==> config.mk <==
export PLATFORM = sky130hd
export DESIGN_NAME = pll_reset_sequencer
export DESIGN_NICKNAME = d
export VERILOG_FILES = /design/src/rtl/pll_reset_pkg.sv /design/src/rtl/sync_ff.sv /design/src/rtl/pll_reset_sequencer.sv
export SDC_FILE = /design/constraint.sdc
export NUM_CORES = 1
export LEC_CHECK = 0
export ABC_AREA = 1
export BUFFER_PORTS_ARGS = -buffer_cell sky130_fd_sc_hd__buf_4
export CAP_MARGIN = 20
export CORE_MARGIN = 1
export CORE_UTILIZATION = 25
export CTS_BUF_LIST = sky130_fd_sc_hd__clkbuf_16
export DETAILED_ROUTE_END_ITERATION = 16
export GPL_TIMING_DRIVEN = 0
export SYNTH_ARGS = -nofsm -noshare
export SYNTH_HDL_FRONTEND = slang
export SYNTH_SLANG_ARGS = --single-unit
==> constraint.sdc <==
create_clock -name clk_100mhz -period 3.3 [get_ports clk_100mhz]
set_input_delay 0 -clock clk_100mhz [delete_from_list [all_inputs] [get_ports clk_100mhz]]
set_output_delay 0 -clock clk_100mhz [all_outputs]
set_load 0.02 [all_outputs]
==> src/rtl/pll_reset_pkg.sv <==
// Shared types and helpers for the PLL reset sequencer.
package pll_reset_pkg;

    typedef enum logic [1:0] {
        ST_WAIT   = 2'd0,
        ST_FILTER = 2'd1,
        ST_HOLD   = 2'd2,
        ST_RUN    = 2'd3
    } seq_state_t;

    // Bits needed to hold any value in 0..max_val without wrapping.
    function automatic int cnt_width(input int max_val);
        return (max_val < 1) ? 1 : $clog2(max_val + 1);
    endfunction

endpackage

==> src/rtl/sync_ff.sv <==
// Parameterised-depth single-bit synchroniser for asynchronous board inputs.
module sync_ff #(
    parameter int STAGES = 2
) (
    input  logic clk_sys,
    input  logic rst_n,
    input  logic d,
    output logic q
);

    logic [STAGES-1:0] chain;

    always_ff @(posedge clk_sys or negedge rst_n) begin
        if (!rst_n) begin
            chain <= '0;
        end else begin
            chain <= {chain[STAGES-2:0], d};
        end
    end

    assign q = chain[STAGES-1];

endmodule

==> src/rtl/pll_reset_sequencer.sv <==
// Debounces PLL lock and releases staged domain resets; re-sequences on lock loss.
//
//   state  | meaning
//   WAIT   | lock not seen, all resets asserted
//   FILTER | lock seen, counting consecutive high cycles
//   HOLD   | lock trusted, releasing stages one by one
//   RUN    | all stages released, ready high
module pll_reset_sequencer
    import pll_reset_pkg::*;
#(
    parameter int SYNC_STAGES = 2,
    parameter int LOCK_FILTER = 1024,
    parameter int RESET_HOLD  = 16,
    parameter int STAGE_GAP   = 4,
    parameter int NUM_STAGES  = 2,
    parameter int CNT_W       = 8
) (
    input  logic                  clk_100mhz,
    input  logic                  rst_n,
    input  logic                  locked,
    input  logic                  soft_rst,
    output logic [NUM_STAGES-1:0] stage_rst_n,
    output logic                  ready,
    output logic [CNT_W-1:0]      loss_count,
    output logic [1:0]            state
);

    localparam int HOLD_MAX = RESET_HOLD - 1 + (NUM_STAGES - 1) * STAGE_GAP;
    localparam int FW       = cnt_width(LOCK_FILTER);
    localparam int HW       = cnt_width(HOLD_MAX);

    localparam logic [FW-1:0]    FILTER_TC = FW'(LOCK_FILTER - 1);
    localparam logic [HW-1:0]    HOLD_TC   = HW'(HOLD_MAX);
    localparam logic [CNT_W-1:0] LOSS_MAX  = '1;

    logic          lock_s;
    seq_state_t    st;
    logic [FW-1:0] filt_cnt;
    logic [HW-1:0] hold_cnt;

    sync_ff #(.STAGES(SYNC_STAGES)) u_lock_sync (
        .clk_sys (clk_100mhz),
        .rst_n   (rst_n),
        .d       (locked),
        .q       (lock_s)
    );

    assign state = st;

    always_ff @(posedge clk_100mhz or negedge rst_n) begin
        if (!rst_n) begin
            st          <= ST_WAIT;
            filt_cnt    <= '0;
            hold_cnt    <= '0;
            stage_rst_n <= '0;
            ready       <= 1'b0;
            loss_count  <= '0;
        end else if (!lock_s && (st == ST_HOLD || st == ST_RUN)) begin
            // Lock loss takes priority over a coincident soft reset.
            st          <= ST_WAIT;
            filt_cnt    <= '0;
            hold_cnt    <= '0;
            stage_rst_n <= '0;
            ready       <= 1'b0;
            if (loss_count != LOSS_MAX) begin
                loss_count <= loss_count + 1'b1;
            end
        end else if (soft_rst) begin
            st          <= lock_s ? ST_HOLD : ST_WAIT;
            filt_cnt    <= '0;
            hold_cnt    <= '0;
            stage_rst_n <= '0;
            ready       <= 1'b0;
        end else begin
            case (st)
                ST_WAIT: begin
                    filt_cnt <= '0;
                    if (lock_s) begin
                        if (LOCK_FILTER == 1) begin
                            st       <= ST_HOLD;
                            hold_cnt <= '0;
                        end else begin
                            st       <= ST_FILTER;
                            filt_cnt <= FW'(1);
                        end
                    end
                end
                ST_FILTER: begin
                    if (!lock_s) begin
                        st       <= ST_WAIT;
                        filt_cnt <= '0;
                    end else if (filt_cnt == FILTER_TC) begin
                        st       <= ST_HOLD;
                        filt_cnt <= '0;
                        hold_cnt <= '0;
                    end else begin
                        filt_cnt <= filt_cnt + 1'b1;
                    end
                end
                ST_HOLD: begin
                    for (int k = 0; k < NUM_STAGES; k++) begin
                        if (hold_cnt == HW'(RESET_HOLD - 1 + k * STAGE_GAP)) begin
                            stage_rst_n[k] <= 1'b1;
                        end
                    end
                    // Counter parks on the last release value instead of wrapping.
                    if (hold_cnt == HOLD_TC) begin
                        st    <= ST_RUN;
                        ready <= 1'b1;
                    end else begin
                        hold_cnt <= hold_cnt + 1'b1;
                    end
                end
                default: begin
                end
            endcase
        end
    end

endmodule

* Word-level counts from Yosys, hierarchy flattened *
Cells that the tools add are included.

storage, ports and cells
  input port bits = 4
  register bits after elaboration = 31
  bits in latches = 0
  bits in writable memories = 0
  ROM bits = 0
  memories kept = 0

operators by class
  reduce and logical (&&, ||, !) cells = 15
  muxes and demuxes = 28
  add/subtract/negate cells = 3
  shifts and indexed selects = 0
  magnitude comparators = 0
  multiply operators = 0
  eq/ne operators = 13
  bitwise gates (word level) = 0
  div/mod/pow operators = 0

operators with widths
  cell                                                                      number
  11-bit 2-to-1 mux                                                         4
  5-bit 2-to-1 mux                                                          5
  11-bit one-hot mux with 2 select lines                                    1
  2-bit 2-to-1 mux                                                          10
  11-bit by 1-bit adder with 11-bit output (second input constant)          1
  11-bit by 10-bit equality test with 1-bit output (second input constant)  1
  5-bit one-hot mux with 2 select lines                                     1
  3-bit nonzero test                                                        3
  8-bit by 1-bit adder with 8-bit output (second input constant)            1
  4-bit by 3-bit != test with 1-bit output (second input constant)          2
  4-bit != test (second input constant)                                     2
  8-bit != test (second input constant)                                     1
  4-bit AND reduction                                                       2
  4-bit nonzero test                                                        2
  1-bit 2-to-1 mux                                                          6
  2-bit one-hot mux with 3 select lines                                     1
  2-bit AND reduction                                                       3
  5-bit by 1-bit adder with 5-bit output (second input constant)            1
  5-bit by 4-bit equality test with 1-bit output (second input constant)    1
  5-bit equality test (second input constant)                               1
  5-bit != test (second input constant)                                     1
  5-bit nonzero test                                                        1
  2-bit equality test (second input constant)                               2
  4-bit by 2-bit != test with 1-bit output (second input constant)          1
  other kinds (5)                                                           5

* Logic depth before layout (Yosys ltp) *
  depth in word-level cells = 6
  depth in mapped cells = 10

* Cells and area by module *
A second synthesis with hierarchy kept.

second synthesis, totals
  cell total of the unflattened synthesis = 260
  area, all modules = 1893.1 um^2

by module, submodules not included
  module               times used  sequential area each (um^2)  cells each  area each (um^2)
  pll_reset_sequencer  1           700.7                        258         1843.0
  sync_ff              1           50.0                         2           50.0

* Worst setup path after synthesis *
OpenSTA, ideal clock, no wires.

  path kind = reg2reg
  start point = register st[0] (netlist: state[0])
  end point = register filt_cnt[6]
  library setup time = 119 ps
  cell stages (with the launch flop) = 8
  arrival = 1588 ps
  required time = 3181 ps
  clock period less this slack = 1707 ps
  slack = 1593 ps
  cell sequence = dfrtp_1 > inv_1 > ha_1 > o21ai_4 > nand3_4 > buf_6 > a21oi_1 > nor2_1

between the ends
  word-level cells in the longest chain between the ends = 4
  elaborated cells between the ends (all ways) = 10

ends and longest elaborated chain
  what                                                                        RTL line                                              text
  from (decl)                                                                 pll_reset_sequencer.sv:37                             seq_state_t st;
  from (signal assigned)                                                      pll_reset_sequencer.sv:69                             st <= lock_s ? ST_HOLD : ST_WAIT;
  2-bit by 1-bit equality test with 1-bit output (tied with other cells)      pll_reset_sequencer.sv:75                             case (st)
  11-bit one-hot mux with 2 select lines or 1-bit logical OR (tied branches)  pll_reset_sequencer.sv:75, pll_reset_sequencer.sv:58
  11-bit 2-to-1 mux or 1-bit logical AND (tied branches)                      pll_reset_sequencer.sv:68, pll_reset_sequencer.sv:58
  11-bit 2-to-1 mux or 4-bit nonzero test (tied branches)                     --
  to (signal assigned)                                                        pll_reset_sequencer.sv:97                             filt_cnt <= filt_cnt + 1'b1;
  to (decl)                                                                   pll_reset_sequencer.sv:38                             logic [FW-1:0] filt_cnt;

Parallel ways exist; a longest one is shown, timed or not.
A chain may end at the register's enable or synchronous reset.

* Worst setup path in the final report *
Same ends and word-level chain as after synthesis.

==> flow_summary.json <==
{
  "slew_viol_final": 0,
  "worstRegToRegCells": 7,
  "period_needed_ns": 1.830,
  "synth_fp_nets": 270,
  "ant_nets": 0,
  "path_class": "register to register",
  "viasPerCell": 4.324,
  "dieArea_um2": 8140,
  "start_util_pct": 26.40,
  "placed_area_um2": 2190,
  "rows": 31,
  "crit_fanout": 10,
  "yosysSeqAreaShare_pct": 38.59,
  "syn_area_um2": 1946,
  "nFillCells": 817,
  "hp-class": "input port to asynchronous set/reset pin",
  "hpwl_um": 2988,
  "synthToLayoutAreaGrowth_pct": 21.35,
  "grt_pass1_wl_um": 7341,
  "ios": 17,
  "synth_ff_type": "dfrtp_1",
  "clkSlewWorstSetupHoldPaths_ns": 0.05,
  "grt_antenna_before_repair": 0,
  "grt_overflow": 0,
  "p_per_area_nw_per_um2": 623.0,
  "grt_max_degree": 31,
  "gp_congestion": 0.8541,
  "finClkSkew_ns": 0.007038,
  "cts_buffers": 5,
  "post_cts_resize_count": 0,
  "tightestPinTransition_ns": 0.3907,
  "port_buffers": 16,
  "r2r_start": "state[0]",
  "routed_wl_um": 4102,
  "grt.total_usage_pct": 11.11,
  "nets": 296,
  "critPathRequiredTime_ns": 3.45,
  "status": "complete, no violations",
  "p_leak_nw": 1.150,
  "cts_max_level": 2,
  "async_flop_share_pct": 100.0,
  "ir_drop_mv": 0.2028,
  "yosysWarnings": 0,
  "worstPathArrival_ns": 1.98,
  "ys_ff_latch": 30,
  "final_area_um2": 2361,
  "yosysMostFrequentCell": "nand2_1",
  "synth_edf_count": 0,
  "wl_per_cell_um": 10.71,
  "avgSynthCellArea_um2": 7.570,
  "fp.dieW_um": 90.22,
  "cpPeakStageDelay_ns": 0.47,
  "fin_tns_setup_ns": 0,
  "path_cells": "inv_1, ha_1, o21ai_4, nand3_4, buf_6, a21oi_1, nor2_1",
  "timing.final.crit_share_pct": 55.44,
  "critPathTopFamily": "flip-flops",
  "clk_latency_ns": 0.27,
  "antenna_cells": 0,
  "finalHoldViolations": 0,
  "core_area_um2": 7370,
  "yosys.area.top_type": "dfrtp_1",
  "critPathBufInv": 2,
  "synthTopCellsByArea": "dfrtp_1 39%, nand2_1 17%, ha_1 5.8%",
  "clock_path_buffers": 2,
  "ff2ff_setup_slack_ns": 1.47,
  "drtIter0Drc": 117,
  "reg2reg_to": "filt_cnt[6]",
  "cts_tree": "done",
  "syn_inst": 257,
  "dr.pass1.iters": 4,
  "post-cts-setup-buffer-count": 0,
  "via_count": 1656,
  "layout-drive-gt1-share_pct": 18.31,
  "cp-end-kind": "register",
  "synth_top_area_share_pct": 38.59,
  "die_y_um": 90.22,
  "yosysUniqueCellTypes": 31,
  "remaining_drc_errors": 0,
  "clock-root-buffer": "clkbuf_16",
  "relSlewSlack_pct": 73.95,
  "grt_pass1_vias": 1600,
  "cp_slowest_cell": "dfrtp_1",
  "clock-sinks": 30,
  "fmax_ghz": 0.5466,
  "rsz0062_at_grt": "no",
  "synth_common_cells": "86 x nand2_1, 30 x dfrtp_1, 25 x inv_1",
  "cap_violations": 0,
  "start_kind": "register",
  "finalSetupViolations": 0
}
repair_timing:
action	CTS	global route
setup endpoints to repair	0	0
hold buffers	3	0
hold endpoints to repair	32	0
layout by cell type (no fill, tap or decap), types with 4 or more instances in the layout:
| cell type | Yosys | layout |
|---|---|---|
| nand2_1 | 86 | 86 |
| dfrtp_1 | 30 | 30 |
| inv_1 | 25 | 25 |
| nor2_1 | 22 | 22 |
| nand3_1 | 22 | 22 |
| buf_4 | 1 | 17 |
| a21oi_1 | 10 | 10 |
| ha_1 | 9 | 9 |
| nor2_2 | 6 | 6 |
| nand4_1 | 6 | 6 |
| inv_2 | 5 | 5 |
| clkbuf_16 | 0 | 5 |
| nand2_2 | 4 | 4 |
| xor2_1 | 4 | 4 |
power by group:
group | total, W | internal, W | switching, W | leakage (nW)
Clock | 0.000431 | 0.000274 | 0.000156 | 0.0672
Combinational | 0.000561 | 0.000199 | 0.000362 | 0.678
Sequential | 0.000479 | 0.000413 | 0.0000653 | 0.405
cell families (layout without fill, tap and decap cells):
logic type	after synthesis	in the layout	synth area share, %
fa+ha+maj	9	9	5.788
compound gates	18	18	5.916
xor+xnor	7	7	3.151
buf+inv	34	61	7.267
flops	30	30	38.59
simple gates	159	159	39.29
worst reg2reg max path, cell delays in order (launching register included):
cell     delay (ns)
dfrtp_1        0.47
inv_1          0.10
ha_1           0.33
o21ai_4        0.26
nand3_4        0.17
buf_6          0.19
a21oi_1        0.14
nor2_1         0.06
worst max-delay path by stage:
stage,cells after the start,endpoint,start
after global placement,7,filt_cnt[6],state[0]
after floorplan,7,filt_cnt[6],state[0]
after global routing,7,filt_cnt[2],state[0]
after CTS,7,filt_cnt[6],state[0]
after detailed placement,7,filt_cnt[6],state[0]
final,7,filt_cnt[6],state[0]
layer usage:
layer  share of wire, %  track usage [%]  vias to the layer above
li1                   -                -                      867
met1                 50            14.65                      769
met2                 47            18.00                       16
met3                2.5            2.369                        4
met4               0.98            3.629                        0
met5                  0                0                        -
metrics by stage:
step	util, %	power, W	instances	hold WS [ns]	setup slack, ns
floorplan	-	0.0008829	257	-0.2956	1.593
global placement	29.71	0.001039	372	-0.03300	1.496
detailed placement	29.71	0.001046	372	-0.03158	1.480
CTS	32.04	0.001498	383	0.2418	1.460
global route	32.04	0.001590	383	0.2621	1.273
finish	32.04	0.001471	383	0.2193	1.470
layout make-up:
type / instances / area [um2] / share of cell area, %
Timing Repair Buffer: 19 / 150.1 / 6.359
Buffer: 2 / 18.77 / 0.7949
Clock inverter: 3 / 16.27 / 0.6889
Sequential cell: 30 / 750.7 / 31.80
Clock buffer: 5 / 125.1 / 5.299
Tap cell: 99 / 123.9 / 5.246
Inverter: 32 / 122.6 / 5.193
Multi-Input combinational cell: 193 / 1054 / 44.62
state kept, by name, indices dropped and copies added, names as in the netlist:
name,count
loss_count,8
stage_rst_n,2
u_lock_sync.chain,2
filt_cnt,11
state,2
hold_cnt,5
No activity file was read; power rests on OpenSTA's default activity.
